### config.mk
export PLATFORM = sky130hd
export DESIGN_NAME = alu_selftest_sequencer
export DESIGN_NICKNAME = d
export VERILOG_FILES = /design/src/rtl/alu_selftest_sequencer.sv
export SDC_FILE = /design/constraint.sdc
export NUM_CORES = 2
export LEC_CHECK = 0
export CAP_MARGIN = 40
export CORE_MARGIN = 2
export CORE_UTILIZATION = 44
export DETAILED_ROUTE_END_ITERATION = 12
export PLACE_DENSITY = 0.59
export SLEW_MARGIN = 20
export SYNTH_ARGS = -nofsm -noshare
export SYNTH_HDL_FRONTEND = slang
export SYNTH_SLANG_ARGS = --single-unit
### constraint.sdc
create_clock -name Clk -period 12.6 [get_ports Clk]
set_input_delay 2.52 -clock Clk [delete_from_list [all_inputs] [get_ports Clk]]
set_output_delay 2.52 -clock Clk [all_outputs]
set_load 0.01 [all_outputs]
### src/rtl/alu_selftest_sequencer.sv
// ALU self-test sequencer: drives LFSR-generated operand pairs through eight ALU ops
// and checks ALUResult/Zero against a built-in golden model.
//
// state   | meaning
// --------+--------------------------------------------------------------
// S_IDLE  | waiting for Start after reset
// S_DRIVE | vector presented on A/B/ALUControl, ALU settling
// S_CHECK | compare ALU outputs, update fail registers, load next vector
// S_DONE  | run complete, results held until Start or Reset
module alu_selftest_sequencer #(
    parameter int          NUM_PAIRS = 4,
    parameter logic [31:0] SEED      = 32'h1234_5678
) (
    input  logic        Clk,
    input  logic        Reset,
    input  logic        Start,
    output logic [5:0]  ALUControl,
    output logic [31:0] A,
    output logic [31:0] B,
    input  logic [31:0] ALUResult,
    input  logic        Zero,
    output logic        Busy,
    output logic        Done,
    output logic        Pass,
    output logic [15:0] FailCount,
    output logic [10:0] FailIndex,
    output logic [31:0] FailResult
);
    localparam logic [31:0] SEED_EFF  = (SEED == 32'h0) ? 32'h0000_0001 : SEED;
    localparam logic [7:0]  LAST_PAIR = 8'(NUM_PAIRS - 1);

    typedef enum logic [1:0] {S_IDLE, S_DRIVE, S_CHECK, S_DONE} state_t;

    function automatic logic [31:0] lfsr_step(input logic [31:0] x);
        return {1'b0, x[31:1]} ^ (x[0] ? 32'h8020_0003 : 32'h0);
    endfunction

    function automatic logic [5:0] op_code(input logic [2:0] op);
        case (op)
            3'd0:    return 6'b100000;
            3'd1:    return 6'b100010;
            3'd2:    return 6'b100100;
            3'd3:    return 6'b100101;
            3'd4:    return 6'b100110;
            3'd5:    return 6'b000000;
            3'd6:    return 6'b000010;
            default: return 6'b011000;
        endcase
    endfunction

    state_t      state_q, state_d;
    logic [7:0]  pair_q, pair_d;
    logic [2:0]  op_q, op_d;
    logic [31:0] lfsr_q, lfsr_d;
    logic [31:0] a_q, a_d, b_q, b_d;
    logic [5:0]  ctl_q, ctl_d;
    logic        busy_q, busy_d, done_q, done_d, pass_q, pass_d;
    logic [15:0] fail_count_q, fail_count_d;
    logic [10:0] fail_index_q, fail_index_d;
    logic [31:0] fail_result_q, fail_result_d;

    logic [31:0] lfsr_a, lfsr_b, exp_result;
    logic        vec_fail, last_vec;

    assign lfsr_a = lfsr_step(lfsr_q);
    assign lfsr_b = lfsr_step(lfsr_a);

    always_comb begin
        case (op_q)
            3'd0:    exp_result = a_q + b_q;
            3'd1:    exp_result = a_q - b_q;
            3'd2:    exp_result = a_q & b_q;
            3'd3:    exp_result = a_q | b_q;
            3'd4:    exp_result = a_q ^ b_q;
            3'd5:    exp_result = a_q << b_q[4:0];
            3'd6:    exp_result = a_q >> b_q[4:0];
            default: exp_result = a_q * b_q;
        endcase
    end

    assign vec_fail = (ALUResult != exp_result) || (Zero != (exp_result == 32'h0));
    assign last_vec = (pair_q == LAST_PAIR) && (op_q == 3'd7);

    always_comb begin
        state_d       = state_q;
        pair_d        = pair_q;
        op_d          = op_q;
        lfsr_d        = lfsr_q;
        a_d           = a_q;
        b_d           = b_q;
        ctl_d         = ctl_q;
        busy_d        = busy_q;
        done_d        = done_q;
        pass_d        = pass_q;
        fail_count_d  = fail_count_q;
        fail_index_d  = fail_index_q;
        fail_result_d = fail_result_q;
        case (state_q)
            S_IDLE, S_DONE: begin
                if (Start) begin
                    state_d       = S_DRIVE;
                    pair_d        = 8'd0;
                    op_d          = 3'd0;
                    lfsr_d        = SEED_EFF;
                    a_d           = SEED_EFF;
                    b_d           = SEED_EFF;
                    ctl_d         = op_code(3'd0);
                    busy_d        = 1'b1;
                    done_d        = 1'b0;
                    pass_d        = 1'b0;
                    fail_count_d  = 16'h0;
                    fail_index_d  = 11'h0;
                    fail_result_d = 32'h0;
                end
            end
            S_DRIVE: state_d = S_CHECK;
            S_CHECK: begin
                // A saturated count never returns to zero, so zero means "no failure yet".
                if (vec_fail) begin
                    if (fail_count_q != 16'hFFFF) fail_count_d = fail_count_q + 16'd1;
                    if (fail_count_q == 16'h0) begin
                        fail_index_d  = {pair_q, op_q};
                        fail_result_d = ALUResult;
                    end
                end
                if (last_vec) begin
                    state_d = S_DONE;
                    busy_d  = 1'b0;
                    done_d  = 1'b1;
                    pass_d  = (fail_count_d == 16'h0);
                end else begin
                    state_d = S_DRIVE;
                    op_d    = op_q + 3'd1;
                    ctl_d   = op_code(op_q + 3'd1);
                    if (op_q == 3'd7) begin
                        pair_d = pair_q + 8'd1;
                        a_d    = lfsr_a;
                        b_d    = lfsr_b;
                        lfsr_d = lfsr_b;
                    end
                end
            end
            default: state_d = S_IDLE;
        endcase
    end

    always_ff @(posedge Clk) begin
        if (Reset) begin
            state_q       <= S_IDLE;
            pair_q        <= 8'd0;
            op_q          <= 3'd0;
            lfsr_q        <= SEED_EFF;
            a_q           <= 32'h0;
            b_q           <= 32'h0;
            ctl_q         <= 6'h0;
            busy_q        <= 1'b0;
            done_q        <= 1'b0;
            pass_q        <= 1'b0;
            fail_count_q  <= 16'h0;
            fail_index_q  <= 11'h0;
            fail_result_q <= 32'h0;
        end else begin
            state_q       <= state_d;
            pair_q        <= pair_d;
            op_q          <= op_d;
            lfsr_q        <= lfsr_d;
            a_q           <= a_d;
            b_q           <= b_d;
            ctl_q         <= ctl_d;
            busy_q        <= busy_d;
            done_q        <= done_d;
            pass_q        <= pass_d;
            fail_count_q  <= fail_count_d;
            fail_index_q  <= fail_index_d;
            fail_result_q <= fail_result_d;
        end
    end

    assign ALUControl = ctl_q;
    assign A          = a_q;
    assign B          = b_q;
    assign Busy       = busy_q;
    assign Done       = done_q;
    assign Pass       = pass_q;
    assign FailCount  = fail_count_q;
    assign FailIndex  = fail_index_q;
    assign FailResult = fail_result_q;
endmodule

Yosys cells after proc, flatten, opt, wreduce, memory -nomap -nowiden

Index checks and enable logic that the tools add are counted.

$add $sub $neg: 5
Multipliers: 1
Div/mod/pow operators: 0
Magnitude comparators: 0
Equality and inequality tests: 26
Shifts and indexed selects: 2
Muxes and demuxes: 45
Bitwise operators: 5
Reduce and logical (&&, ||, !) cells: 15

Operator list:

| cell                                                            | count |
|---|---|
| 32-bit 2-to-1 mux                                               | 10 |
| 32-bit case mux with 7 select lines                             | 1 |
| 32-bit case mux with 2 select lines                             | 3 |
| 16-bit 2-to-1 mux                                               | 4 |
| 31-bit by 32-bit bitwise XOR with 32-bit output                 | 2 |
| 6-bit case mux with 7 select lines                              | 1 |
| 11-bit 2-to-1 mux                                               | 3 |
| 32-bit adder                                                    | 1 |
| 32-bit AND                                                      | 1 |
| 16-bit logical NOT                                              | 2 |
| 32-bit logical NOT                                              | 1 |
| 32-bit by 32-bit multiplier with 32-bit output                  | 1 |
| 32-bit != test                                                  | 1 |
| 32-bit bitwise OR                                               | 1 |
| 16-bit case mux with 2 select lines                             | 1 |
| 32-bit by 5-bit << shifter with 32-bit output                   | 1 |
| 32-bit by 5-bit >> shifter with 32-bit output                   | 1 |
| 32-bit subtractor                                               | 1 |
| 32-bit bitwise XOR                                              | 1 |
| 8-bit 2-to-1 mux                                                | 3 |
| 11-bit case mux with 2 select lines                             | 1 |
| 3-bit equality test, second input constant                      | 7 |
| 16-bit by 1-bit adder with 16-bit output, second input constant | 1 |
| 16-bit != test, second input constant                           | 1 |
| 27 further kinds                                                | 49 |

Register bits: 177
Bits in latches: 0
Bits in writable memories: 0
Bits in read-only memories: 0
Input bits: 36
Output and inout port bits: 132
Word-level logic and storage cells: 112
Memories kept: 0

Depth between registers and ports, before layout

Depth in word-level cells: 10
Gate-level depth with buffers: 41
Mapped depth without buffers: 33

Least setup slack after synthesis

Ideal clock, no wire load.

Path type: register to register
From: register a_q[4], in the netlist A[4]
To: register pass_q, in the netlist Pass
Library setup time: 96 ps
Arrival time: 10109 ps
Data required time: 12504 ps
Setup slack: 2396 ps
Stages on the path, launching flop included: 38
Path buffers: 9
Period minus slack after synthesis: 10204 ps
Path through: dfxtp_1 > clkbuf_1 > clkbuf_1 > buf_1 > clkbuf_1 > clkbuf_1 > buf_1 > nand2_1 > fa_1 > fa_1 > fa_1 > fa_1 > fa_1 > inv_1 > fa_1 > inv_1 > fa_1 > fa_1 > [2 not listed] > clkbuf_1 > o21ai_0 > a22oi_1 > nand2_1 > a211oi_1 > mux2i_1 > nand2_1 > a22oi_1 > nand4b_1 > or4b_1 > nor4_1 > and4b_1 > buf_6 > a21oi_4 > buf_6 > a31oi_1 > o221ai_1 > o41ai_2

Longest elaborated chain between the ends: 10
Elaborated cells on any way between the ends: 18
Classes of those cells: 2 x add/sub; 1 x mul; 2 x eq/ne; 2 x shift; 5 x mux; 3 x bitwise; 3 x reduce/logical

Ends and longest elaborated chain:

| element                                                                      | RTL line | RTL |
|---|---|---|
| from (decl)                                                                  | 55       | `logic [31:0] a_q, a_d, b_q, b_d;` |
| from (signal assigned)                                                       | 153      | `a_q <= 32'h0;` |
| from (signal assigned)                                                       | 167      | `a_q <= a_d;` |
| 32-bit by 32-bit multiplier with 32-bit output, or another cell as far along | 77       | `default: exp_result = a_q * b_q;` |
| 32-bit case mux with 7 select lines *                                        | 69       | `case (op_q)` |
| 32-bit logical NOT                                                           | 81       | `assign vec_fail = (ALUResult != exp_result) \|\| (Zero != (exp_result == 32'h0));` |
| 1-bit != test                                                                | 81       |  |
| 1-bit logical OR *                                                           | 81       |  |
| 16-bit 2-to-1 mux *                                                          | 119      | `if (vec_fail) begin` |
| 16-bit 2-to-1 mux *                                                          | 98       | `case (state_q)` |
| 16-bit logical NOT *                                                         | 130      | `pass_d = (fail_count_d == 16'h0);` |
| 1-bit 2-to-1 mux *                                                           | 126      | `if (last_vec) begin` |
| 1-bit case mux with 2 select lines *                                         | 98       |  |
| to (signal assigned)                                                         | 172      | `pass_q <= pass_d;` |
| to (decl)                                                                    | 57       | `logic busy_q, busy_d, done_q, done_d, pass_q, pass_d;` |

Mark *: on every way between the ends. The rest lies on a longest branch, timed or not. The select of a mux whose other input is x is not followed.
A chain may end at the register's enable or synchronous reset.

==> metrics.md <==
| Metric | Value |
|---|---|
| Setup crit start | lfsr_q[2] |
| Row count | 95 |
| P&R area growth vs syn | 10.3% |
| RR Startpoint | lfsr_q[2] |
| Final WL | 134,000 um |
| Initial antenna violation count | 2 |
| Unrepaired setup endpoints after global routing | false |
| Post-synth ARST share | 0% |
| Final WS setup | 1.76 ns |
| 1st-iter DRT viols | 3,704 |
| Clock transition at path regs | 0.06 ns |
| Net Count, Synth | 4,349 |
| Most frequent cells in the layout | nand2_1, fa_1, inv_1 |
| Gr ovfl total | 0 |
| Setup bufs post-CTS | 0 |
| Hold_ws | 0.454 ns |
| Final Core Density | 49.1% |
| Hold_sp | FailResult[24] |
| Clock latency on the worst-skew pair | 0.48 ns |
| Non-filler instance count after layout | 4,558 |
| Tot Pwr | 5.75 mW |
| Mapped Area | 29,900 um2 |
| PostCTS Resize Cnt | 0 |
| Number of top-level pins | 168 |
| Die area | 70,000 um2 |
| Register area | 2880 um2 |
| TritonCTS Buffers | 17 |
| DR vias/cell | 6.42 |
| Critical path launch point type | flip-flop |
| Relative slew slack | 33.1% |
| Max-slew violations | 0 |
| Max cap viols | 0 |
| Post-DP HPWL | 101,000 um |
| CP max FO | 45 |
| CTS Root Cell | clkbuf_16 |
| Number of global-route vias before repair | 28,900 |
| Routed wire length per instance | 29.4 um |
| Initial core utilization | 44.5% |
| DRC | 0 |
| All-layer global routing usage | 38.1% |
| Final Hold Vio Count | 0 |
| Post-DP Area | 32,300 um2 |
| HP Class | reg -> reg |
| Largest net degree at the start of global routing | 69 |
| Status | completed |
| Max IR drop VDD | 0.160 mV |
| Max Root-Sink Buffers | 2 |
| Layout cell share with drive strength beyond 1 | 6.46% |
| Routed via count | 29,300 |
| Max stage delay on crit path | 0.63 ns |
| Most common cell after layout, fill and taps aside | nand2_1 |
| Port Buffers | 167 |
| Core area | 67,200 um2 |
| P per Cell Area | 174 nW/um2 |
| Syn_area_per_cell | 8.14 um2 |
| Die width | 265 um |
| Hold-fix buffer count after cts | 0 |
| Nets | 4,349 |
| Crit path max-delay family | adder cells |
| Cells after synthesis | 3,672 |
| Setup Skew | 0.0174 ns |
| H-tree Lvls | 4 |
| Register bit count reported by yosys | 143 |
| Worst-Margin Slew | 0.997 ns |
| Synthesis Warnings | 0 |
| Sinks on Clock Net | 143 |
| Fmax | 92.3 MHz |
| Routed Antenna Nets | 0 |
| Area occupied by multi-input gates | 24,300 um2 |
| Number of enable flip-flop cells after synthesis | 0 |
| Seq/Total Area, Yosys | 9.58% |
| DP Worst Slack | 2.03 ns |
| Die H | 265 um |
| Worst path arrival time | 11.23 ns |
| Fill cells | 6,558 |
| Drt pass-1 iters | 5 |
| Setup CP Type | reg -> reg |
| Worst path required time | 12.99 ns |
| CTS tree | done |
| Placer Congestion | 1.04 |
| Crit-path slowest cell | buf_4 |
| Design area | 33,000 um2 |
| Most used DFF post-synth | dfxtp_1 |
| Tmin final | 10.84 ns |
| First-pass GRT wire length | 196,000 um |
| Final period util | 86.0% |
| Final number of setup-violating endpoints | 0 |
| Placed Cells | 4,523 |
| Synth cell types | 90 |
| P_leak | 11.8 nW |
| CP Capture Type | flip-flop |
| TNS Setup | 0 ns |
| CP most frequent cell | fa_1 |
| Crit path buf inv count | 5 |
==> worst reg2reg max path: cells and delay by family, from the launching register on <==
family                   cells  cell delay (ns)
AO/OA/AOI/OAI                7             1.69
adder cells (fa/ha/maj)      9             4.58
buffers and inverters        5             1.23
flip-flops                   1             0.58
multiplexers                 1             0.63
AND/OR/NAND/NOR              8             2.07
==> Yosys cell counts (all sizes together) (23+ instances only) <==
cell type	instances	area share (%)
nand2	501	6.3
fa	407	27
inv	382	4.8
nor2	358	4.5
ha	234	9.8
clkbuf	185	2.3
a21oi	177	3.0
dfxtp	143	9.6
o21ai	134	2.3
buf	111	2.1
xnor2	107	3.1
nand4	70	1.5
mux2i	64	2.2
nand3	52	0.87
nor3	51	0.85
a22oi	50	1.3
a211oi	48	1.2
o211ai	38	0.95
xor2	30	0.88
mux2	29	1.1
mux4	27	2.0
nand2b	27	0.57
and3	25	0.52
nor2b	23	0.48
o22ai	23	0.48
==> routing by layer <==
| layer | track usage, % | vias to the layer above | wire length (um) |
|---|---|---|---|
| met3 | 10.9 | 451 | 16600 |
| met1 | 49.8 | 14500 | 51600 |
| li1 | - | 12400 | - |
| met2 | 56.3 | 1939 | 56600 |
| met4 | 22.0 | 0 | 8940 |
| met5 | 0 | - | 0 |
==> cells by family (layout without fill, tap and decap cells) <==
family,Yosys count,count (layout),share of synthesized area [%]
mux,120,120,5.33
xor+xnor,137,137,4.02
other cells,0,1,0
fa+ha+maj,641,641,37.1
buf+inv,691,703,9.37
compound gates,710,710,16.0
simple gates,1230,1230,18.6
flops,143,143,9.58
==> report_power, final <==
group          internal (mW)  switching, mW
clock                  0.310          0.235
sequential             0.516          0.145
combinational           1.55           2.99
total                   2.38           3.37
==> path summary, 6_finish.rpt <==
path                         end  slack [ns]  cells past startpoint
setup / recovery  FailResult[21]        1.76                     30
hold / removal    FailResult[24]        0.45                      2
setup reg to reg  FailResult[21]        1.76                     30
hold reg to reg   FailResult[24]        0.45                      2
==> state kept, by name, summed over array words and instances, names as in the netlist, 2 cells and up <==
register,cells
pair_q,8
ALUControl,5
state_q,2
op_q,3
lfsr_q,31
A,24
FailCount,16
FailIndex,11
FailResult,32
B,8
==> cell type report <==
class / count / share of cell area (%)
Timing Repair Buffer: 277 / 7.96
Antenna cell: 1 / 0.00759
Sequential cell: 143 / 8.74
Tap cell: 873 / 3.31
Multi-Input combinational cell: 2838 / 73.7
Clock buffer: 21 / 1.43
Inverter: 395 / 4.50
Clock inverter: 10 / 0.376
Note: power is estimated with default switching activity, not from simulation.
